`src/rtl/ascon_soc_bridge_if.sv`:
```
// ascon_soc_bridge_if: SoC-side load, control and result-stream signals of the Ascon bridge.
interface ascon_soc_bridge_if #(parameter int W = 8);
  logic in_we;
  logic [4*W-1:0] in_data;
  logic mode, start, busy, err;
  logic out_valid, out_last, out_ready;
  logic [W-1:0] out_data;
  modport master(output in_we, in_data, mode, start, out_ready,
                 input busy, err, out_valid, out_data, out_last);
  modport slave(input in_we, in_data, mode, start, out_ready,
                output busy, err, out_valid, out_data, out_last);
endinterface

```
`src/rtl/ascon_soc_bridge.sv`:
```
// ascon_soc_bridge: lane loader, launcher and result streamer for an Ascon AEAD core.
// Define ASCON_BRIDGE_TAGCHK_EN to add decrypt tag checking (tag_in / auth_fail ports).
module ascon_soc_bridge #(
  parameter int K = 128,
  parameter int L = 64,
  parameter int Y = 64,
  parameter int W = 8
) (
  input  logic         clk,
  input  logic         rst,
  ascon_soc_bridge_if.slave soc,
  output logic [K-1:0] core_key,
  output logic [127:0] core_nonce,
  output logic [L-1:0] core_ad,
  output logic [Y-1:0] core_din,
  output logic         core_mode,
  output logic         core_start,
  input  logic         core_done,
  input  logic [Y-1:0] core_dout,
  input  logic [127:0] core_tag
`ifdef ASCON_BRIDGE_TAGCHK_EN
  ,
  input  logic [127:0] tag_in,
  output logic         auth_fail
`endif
);
  localparam int M1 = K > 128 ? K : 128;
  localparam int M2 = L > Y ? L : Y;
  localparam int NWORDS = (M1 > M2 ? M1 : M2) / W;
  localparam int NOUT = (Y + 128) / W;
  localparam int IW = $clog2(NWORDS + 1);
  localparam int DW = $clog2(NOUT + 1);
  typedef enum logic [1:0] {IDLE, LAUNCH, WAIT, DRAIN} state_t;
  state_t state, state_nx;
  logic [IW-1:0] cnt;
  logic [DW-1:0] dcnt, dlast;
  logic [Y+127:0] obuf;
  logic full, take, go, xfer;
  assign full = cnt == IW'(NWORDS);
  assign take = state == IDLE && soc.in_we && !full;
  assign go = state == IDLE && soc.start && full;
  assign xfer = soc.out_valid && soc.out_ready;
`ifdef ASCON_BRIDGE_TAGCHK_EN
  logic [127:0] tag_lat;
  logic tag_bad;
  assign tag_bad = core_mode && core_tag != tag_lat;
  // checked decrypts stream only the plaintext words, never the tag
  assign dlast = core_mode ? DW'(Y / W - 1) : DW'(NOUT - 1);
`else
  assign dlast = DW'(NOUT - 1);
`endif
  always_ff @(posedge clk) begin
    if (rst) state <= IDLE;
    else state <= state_nx;
  end
  always_comb begin
    state_nx = state == IDLE   ? (go ? LAUNCH : IDLE) :
               state == LAUNCH ? WAIT :
               state == WAIT   ? (core_done ? DRAIN : WAIT) :
                                 (xfer && soc.out_last ? IDLE : DRAIN);
  end
  always_comb begin
    soc.busy = state != IDLE;
    core_start = state == LAUNCH;
    soc.out_valid = state == DRAIN;
    soc.out_last = state == DRAIN && dcnt == dlast;
    soc.out_data = obuf[Y+127 -: W];
  end
  always_ff @(posedge clk) begin
    if (rst) begin
      cnt <= '0;
      dcnt <= '0;
      obuf <= '0;
      core_key <= '0;
      core_nonce <= '0;
      core_ad <= '0;
      core_din <= '0;
      core_mode <= 1'b0;
      soc.err <= 1'b0;
`ifdef ASCON_BRIDGE_TAGCHK_EN
      tag_lat <= '0;
      auth_fail <= 1'b0;
`endif
    end else begin
      // fields shift in MSB first and stop once their own length is filled
      if (take) begin
        cnt <= cnt + 1'b1;
        if (cnt < IW'(K / W)) core_key <= (core_key << W) | K'(soc.in_data[W-1:0]);
        if (cnt < IW'(128 / W)) core_nonce <= (core_nonce << W) | 128'(soc.in_data[2*W-1:W]);
        if (cnt < IW'(L / W)) core_ad <= (core_ad << W) | L'(soc.in_data[3*W-1:2*W]);
        if (cnt < IW'(Y / W)) core_din <= (core_din << W) | Y'(soc.in_data[4*W-1:3*W]);
      end
      if ((soc.in_we && !take) || (soc.start && !go)) soc.err <= 1'b1;
      if (go) begin
        core_mode <= soc.mode;
`ifdef ASCON_BRIDGE_TAGCHK_EN
        tag_lat <= tag_in;
        auth_fail <= 1'b0;
`endif
      end
      if (state == WAIT && core_done) begin
`ifdef ASCON_BRIDGE_TAGCHK_EN
        obuf <= {tag_bad ? {Y{1'b0}} : core_dout, core_tag};
        auth_fail <= tag_bad;
`else
        obuf <= {core_dout, core_tag};
`endif
      end
      if (xfer) begin
        obuf <= obuf << W;
        dcnt <= soc.out_last ? '0 : dcnt + 1'b1;
        if (soc.out_last) cnt <= '0;
      end
    end
  end
endmodule
```
`src/flat_wrapper.sv`:
```
// flat-port wrapper written by rule: the top's interface ports become plain ports
module ascon_soc_bridge_flat 
#(
  parameter int K = 128,
  parameter int L = 64,
  parameter int Y = 64,
  parameter int W = 8
)
  (clk, rst, core_key, core_nonce, core_ad, core_din, core_mode, core_start, core_done, core_dout, core_tag, soc_in_we, soc_in_data, soc_mode, soc_start, soc_out_ready, soc_busy, soc_err, soc_out_valid, soc_out_data, soc_out_last);
  ascon_soc_bridge_if #(.W(W)) soc_i ();
  input  logic clk;
  input  logic rst;
  output logic [K-1:0] core_key;
  output logic [127:0] core_nonce;
  output logic [L-1:0] core_ad;
  output logic [Y-1:0] core_din;
  output logic core_mode;
  output logic core_start;
  input  logic core_done;
  input  logic [Y-1:0] core_dout;
  input  logic [127:0] core_tag;
  input wire logic [$bits(soc_i.in_we)-1:0] soc_in_we;
  input wire logic [$bits(soc_i.in_data)-1:0] soc_in_data;
  input wire logic [$bits(soc_i.mode)-1:0] soc_mode;
  input wire logic [$bits(soc_i.start)-1:0] soc_start;
  input wire logic [$bits(soc_i.out_ready)-1:0] soc_out_ready;
  output wire logic [$bits(soc_i.busy)-1:0] soc_busy;
  output wire logic [$bits(soc_i.err)-1:0] soc_err;
  output wire logic [$bits(soc_i.out_valid)-1:0] soc_out_valid;
  output wire logic [$bits(soc_i.out_data)-1:0] soc_out_data;
  output wire logic [$bits(soc_i.out_last)-1:0] soc_out_last;
  assign soc_i.in_we = soc_in_we;
  assign soc_i.in_data = soc_in_data;
  assign soc_i.mode = soc_mode;
  assign soc_i.start = soc_start;
  assign soc_i.out_ready = soc_out_ready;
  assign soc_busy = soc_i.busy;
  assign soc_err = soc_i.err;
  assign soc_out_valid = soc_i.out_valid;
  assign soc_out_data = soc_i.out_data;
  assign soc_out_last = soc_i.out_last;
  ascon_soc_bridge #(.K(K), .L(L), .Y(Y), .W(W)) u_core (.clk(clk), .rst(rst), .soc(soc_i), .core_key(core_key), .core_nonce(core_nonce), .core_ad(core_ad), .core_din(core_din), .core_mode(core_mode), .core_start(core_start), .core_done(core_done), .core_dout(core_dout), .core_tag(core_tag));
endmodule
```
`config.mk`:
```
export PLATFORM = sky130hd
export DESIGN_NAME = ascon_soc_bridge_flat
export DESIGN_NICKNAME = d
export VERILOG_FILES = /design/src/rtl/ascon_soc_bridge_if.sv /design/src/rtl/ascon_soc_bridge.sv /design/src/flat_wrapper.sv
export SDC_FILE = /design/constraint.sdc
export NUM_CORES = 1
export LEC_CHECK = 0
export ABC_AREA = 1
export CORE_AREA = 5 5 244 246
export CTS_CLUSTER_DIAMETER = 30
export DETAILED_ROUTE_END_ITERATION = 10
export DIE_AREA = 0 0 249 251
export GPL_TIMING_DRIVEN = 0
export PLACE_DENSITY = 0.79
export REMOVE_ABC_BUFFERS = 1
export SLEW_MARGIN = 20
export SYNTH_ARGS = -nofsm -noshare
export SYNTH_HDL_FRONTEND = slang
export SYNTH_SLANG_ARGS = --single-unit
export TNS_END_PERCENT = 30
```
`constraint.sdc`:
```
create_clock -name clk -period 4.06 [get_ports clk]
set_input_delay 1.015 -clock clk [delete_from_list [all_inputs] [get_ports clk]]
set_output_delay 1.015 -clock clk [all_outputs]
set_load 0.1 [all_outputs]
```
==> results_dict.tcl <==
set metrics [dict create \
    holdBufCountCts 0 \
    fin_hold_ws_ps 444 \
    start_util 0.390 \
    mostFrequentLayoutCells "668 x nand2_1, 626 x clkdlybuf4s50_1, 590 x dfxtp_1" \
    fp.dieW_um 249 \
    ios 629 \
    grt_pass1_wl_mm 110 \
    setup_viol 0 \
    tns_ps 0 \
    status "completed" \
    min_from "u_core.core_din[59]" \
    power_frac_clock 0.555 \
    synthCells 2864 \
    seq_area_mm2 0.0118 \
    rsz0062_at_grt "false" \
    switching_share 0.251 \
    n_fill_cell 4827 \
    crit_type "flop to output port" \
    area_growth_pct 49.1 \
    cts-root-buf "clkbuf_16" \
    synth_compound_area_frac 0.170 \
    avgSynthCellArea_um2 7.79 \
    place_congestion 0.820 \
    core-area_mm2 0.0571 \
    comb_power_share 0.096 \
    synth.yosys.seq_area_share 0.530 \
    cts.sink_count 590 \
    min_period_ps 3810 \
    port_buffers 628 \
    grt-ovfl-total 0 \
    final_common_cell "nand2_1" \
    fin_ws_ps 251 \
    postCtsSetupBuffers 0 \
    vias 21930 \
    ir_drop_v 0.000559 \
    final_layout_size_suffix_gt1_frac 0.0690 \
    row_count 88 \
    synth_mux_area_frac 0 \
    r2r_start "u_core.cnt[4]" \
    synth_top_family_by_area "simple AND/OR/NAND/NOR gates" \
    htreeDepth 3 \
    synth_fa_ha_area_frac 0.00168 \
    yosys_warnings 0 \
    hold_viol_final 0 \
    worstMarginPinSlew_ps 1140 \
    multi_input_area_mm2 0.00876 \
    fin_crit_sh 0.938 \
    ys_types 20 \
    crit_required_ps 3040 \
    clk_pin_slew_ps 40 \
    fmax_mhz 263 \
    finalClockSkew_ps 41.4 \
    synthXorXnorAreaFrac 0.00196 \
    first_iter_violations 1498 \
    hold_class "flop to flop" \
    syn_area_mm2 0.0223 \
    cts_tree "built" \
    dp_slack_ps 340 \
    wl_mm 71.9 \
    power-per-cell-area_mw_per_mm2 516 \
    hpwl_mm 47.0 \
    cts_buffer_depth 3 \
    cp_max_fo 4 \
    ant_nets 0 \
    max_slew_margin 0.239 \
    numCtsBuffers 114 \
    grt_pass1_vias 20312 \
    dr.pass1.iters 6 \
    cp-end-kind "output port" \
    synth-seq-cells 590 \
    fin_nets 3617 \
    final_util 0.582 \
    gr-usage-all-layers 0.212 \
    die_height_um 251 \
    clkLatencyLatePin_ps 650 \
    worstPathArrival_ps 2790 \
    antenna_found_initial 12 \
    final-max-slew-violation-count 0 \
    wl_per_cell_um 16.9 \
    synth-simple-area-share 0.218 \
    leakage_nw 11.2 \
    p_switching_w 0.00430 \
    drc_errors 0 \
    post_cts_resized 0 \
    avgViaCountPerCell 5.15 \
    cap_violations 0 \
    crit_path_start "u_core.dcnt[0]" \
    dieArea_mm2 0.0625 \
    seqPwrFrac 0.350 \
    power.internal_w 0.0128 \
    startpoint_type "flop" \
    grt_start_max_net_pins 143 \
]
## layer usage
| metal | vias up | share of wire | GRT usage |
|---|---|---|---|
| met2 | 787 | 0.48 | 0.349 |
| li1 | 10753 | - | - |
| met3 | 174 | 0.072 | 0.0581 |
| met5 | - | 0 | 0 |
| met1 | 10216 | 0.41 | 0.259 |
| met4 | 0 | 0.042 | 0.0981 |
## sequential cells by signal, indices dropped and copies added (netlist names)
register and cells:
u_core.core_din 64, u_core.core_nonce 128, u_core.soc.err 1, u_core.core_key 128, u_core.cnt 5, u_core.core_mode 1, u_core.obuf 192, u_core.state 2
u_core.core_ad 64, u_core.dcnt 5
## power by group through the flow
stage               clock (W)  sequential, W  combinational, W
CTS                   0.00965        0.00600           0.00164
global route          0.00998        0.00600           0.00171
floorplan                   0        0.00684          0.000236
finish                0.00951        0.00600           0.00164
detailed placement          0        0.00610           0.00163
global placement            0        0.00610           0.00159
## cell type report
| class | instances | share of cell area |
|---|---|---|
| antenna | 12 | 0.000903 |
| clock buffer | 158 | 0.0975 |
| clock inverter | 55 | 0.0225 |
| inverter | 150 | 0.0177 |
| multi-input combinational | 1859 | 0.264 |
| sequential | 590 | 0.355 |
| tap | 765 | 0.0288 |
| timing repair buffer | 668 | 0.214 |
## cells in the mapped netlist
master,instances,area [um^2]
a21oi_1,396,1980
a31oi_1,185,1160
buf_1,8,30.0
buf_2,132,661
buf_4,8,60.1
clkbuf_1,117,439
dfxtp_1,590,11800
ha_1,3,37.5
inv_1,147,552
inv_2,3,11.3
nand2_1,669,2510
nand2_2,1,6.26
nand3_1,449,2250
nand3_2,1,10.0
nand4_1,3,18.8
nor2_1,16,60.1
nor2_4,1,11.3
o21ai_0,130,651
xnor2_1,2,17.5
xor2_1,3,26.3
## final timing paths
kind,to,slack [ps],depth (start not counted)
worst min-delay path,u_core.core_din[59],440,2
worst max-delay path,soc_out_last,250,6
worst min register to register,u_core.core_din[59],440,2
worst max register to register,u_core.core_din[45],830,12
## cells by family (layout without fill, tap and decap cells)
kind of cell,Yosys count,after routing
flops,590,590
other cells,0,12
compound gates,711,711
fa+ha+maj,3,3
xor+xnor,5,5
buf+inv,415,1031
simple gates,1140,1140
## per-stage QoR
stage / total power [W] / instances / instance area (um^2)
after floorplan: 0.00708 / 2599 / 21100
after global placement: 0.00769 / 3992 / 28400
after detailed placement: 0.00773 / 4032 / 29200
after CTS: 0.0173 / 4245 / 33200
after global routing: 0.0177 / 4257 / 33200
final: 0.0171 / 4257 / 33200
## worst max-delay path, stage by stage, from the launching register on
cell and delay (ps):
dfxtp_1 390, ha_1 170, inv_1 50, nor2_1 130, nand3_1 140, inv_1 100, clkdlybuf4s50_1 1200
No activity file was read; power rests on OpenSTA's default activity.
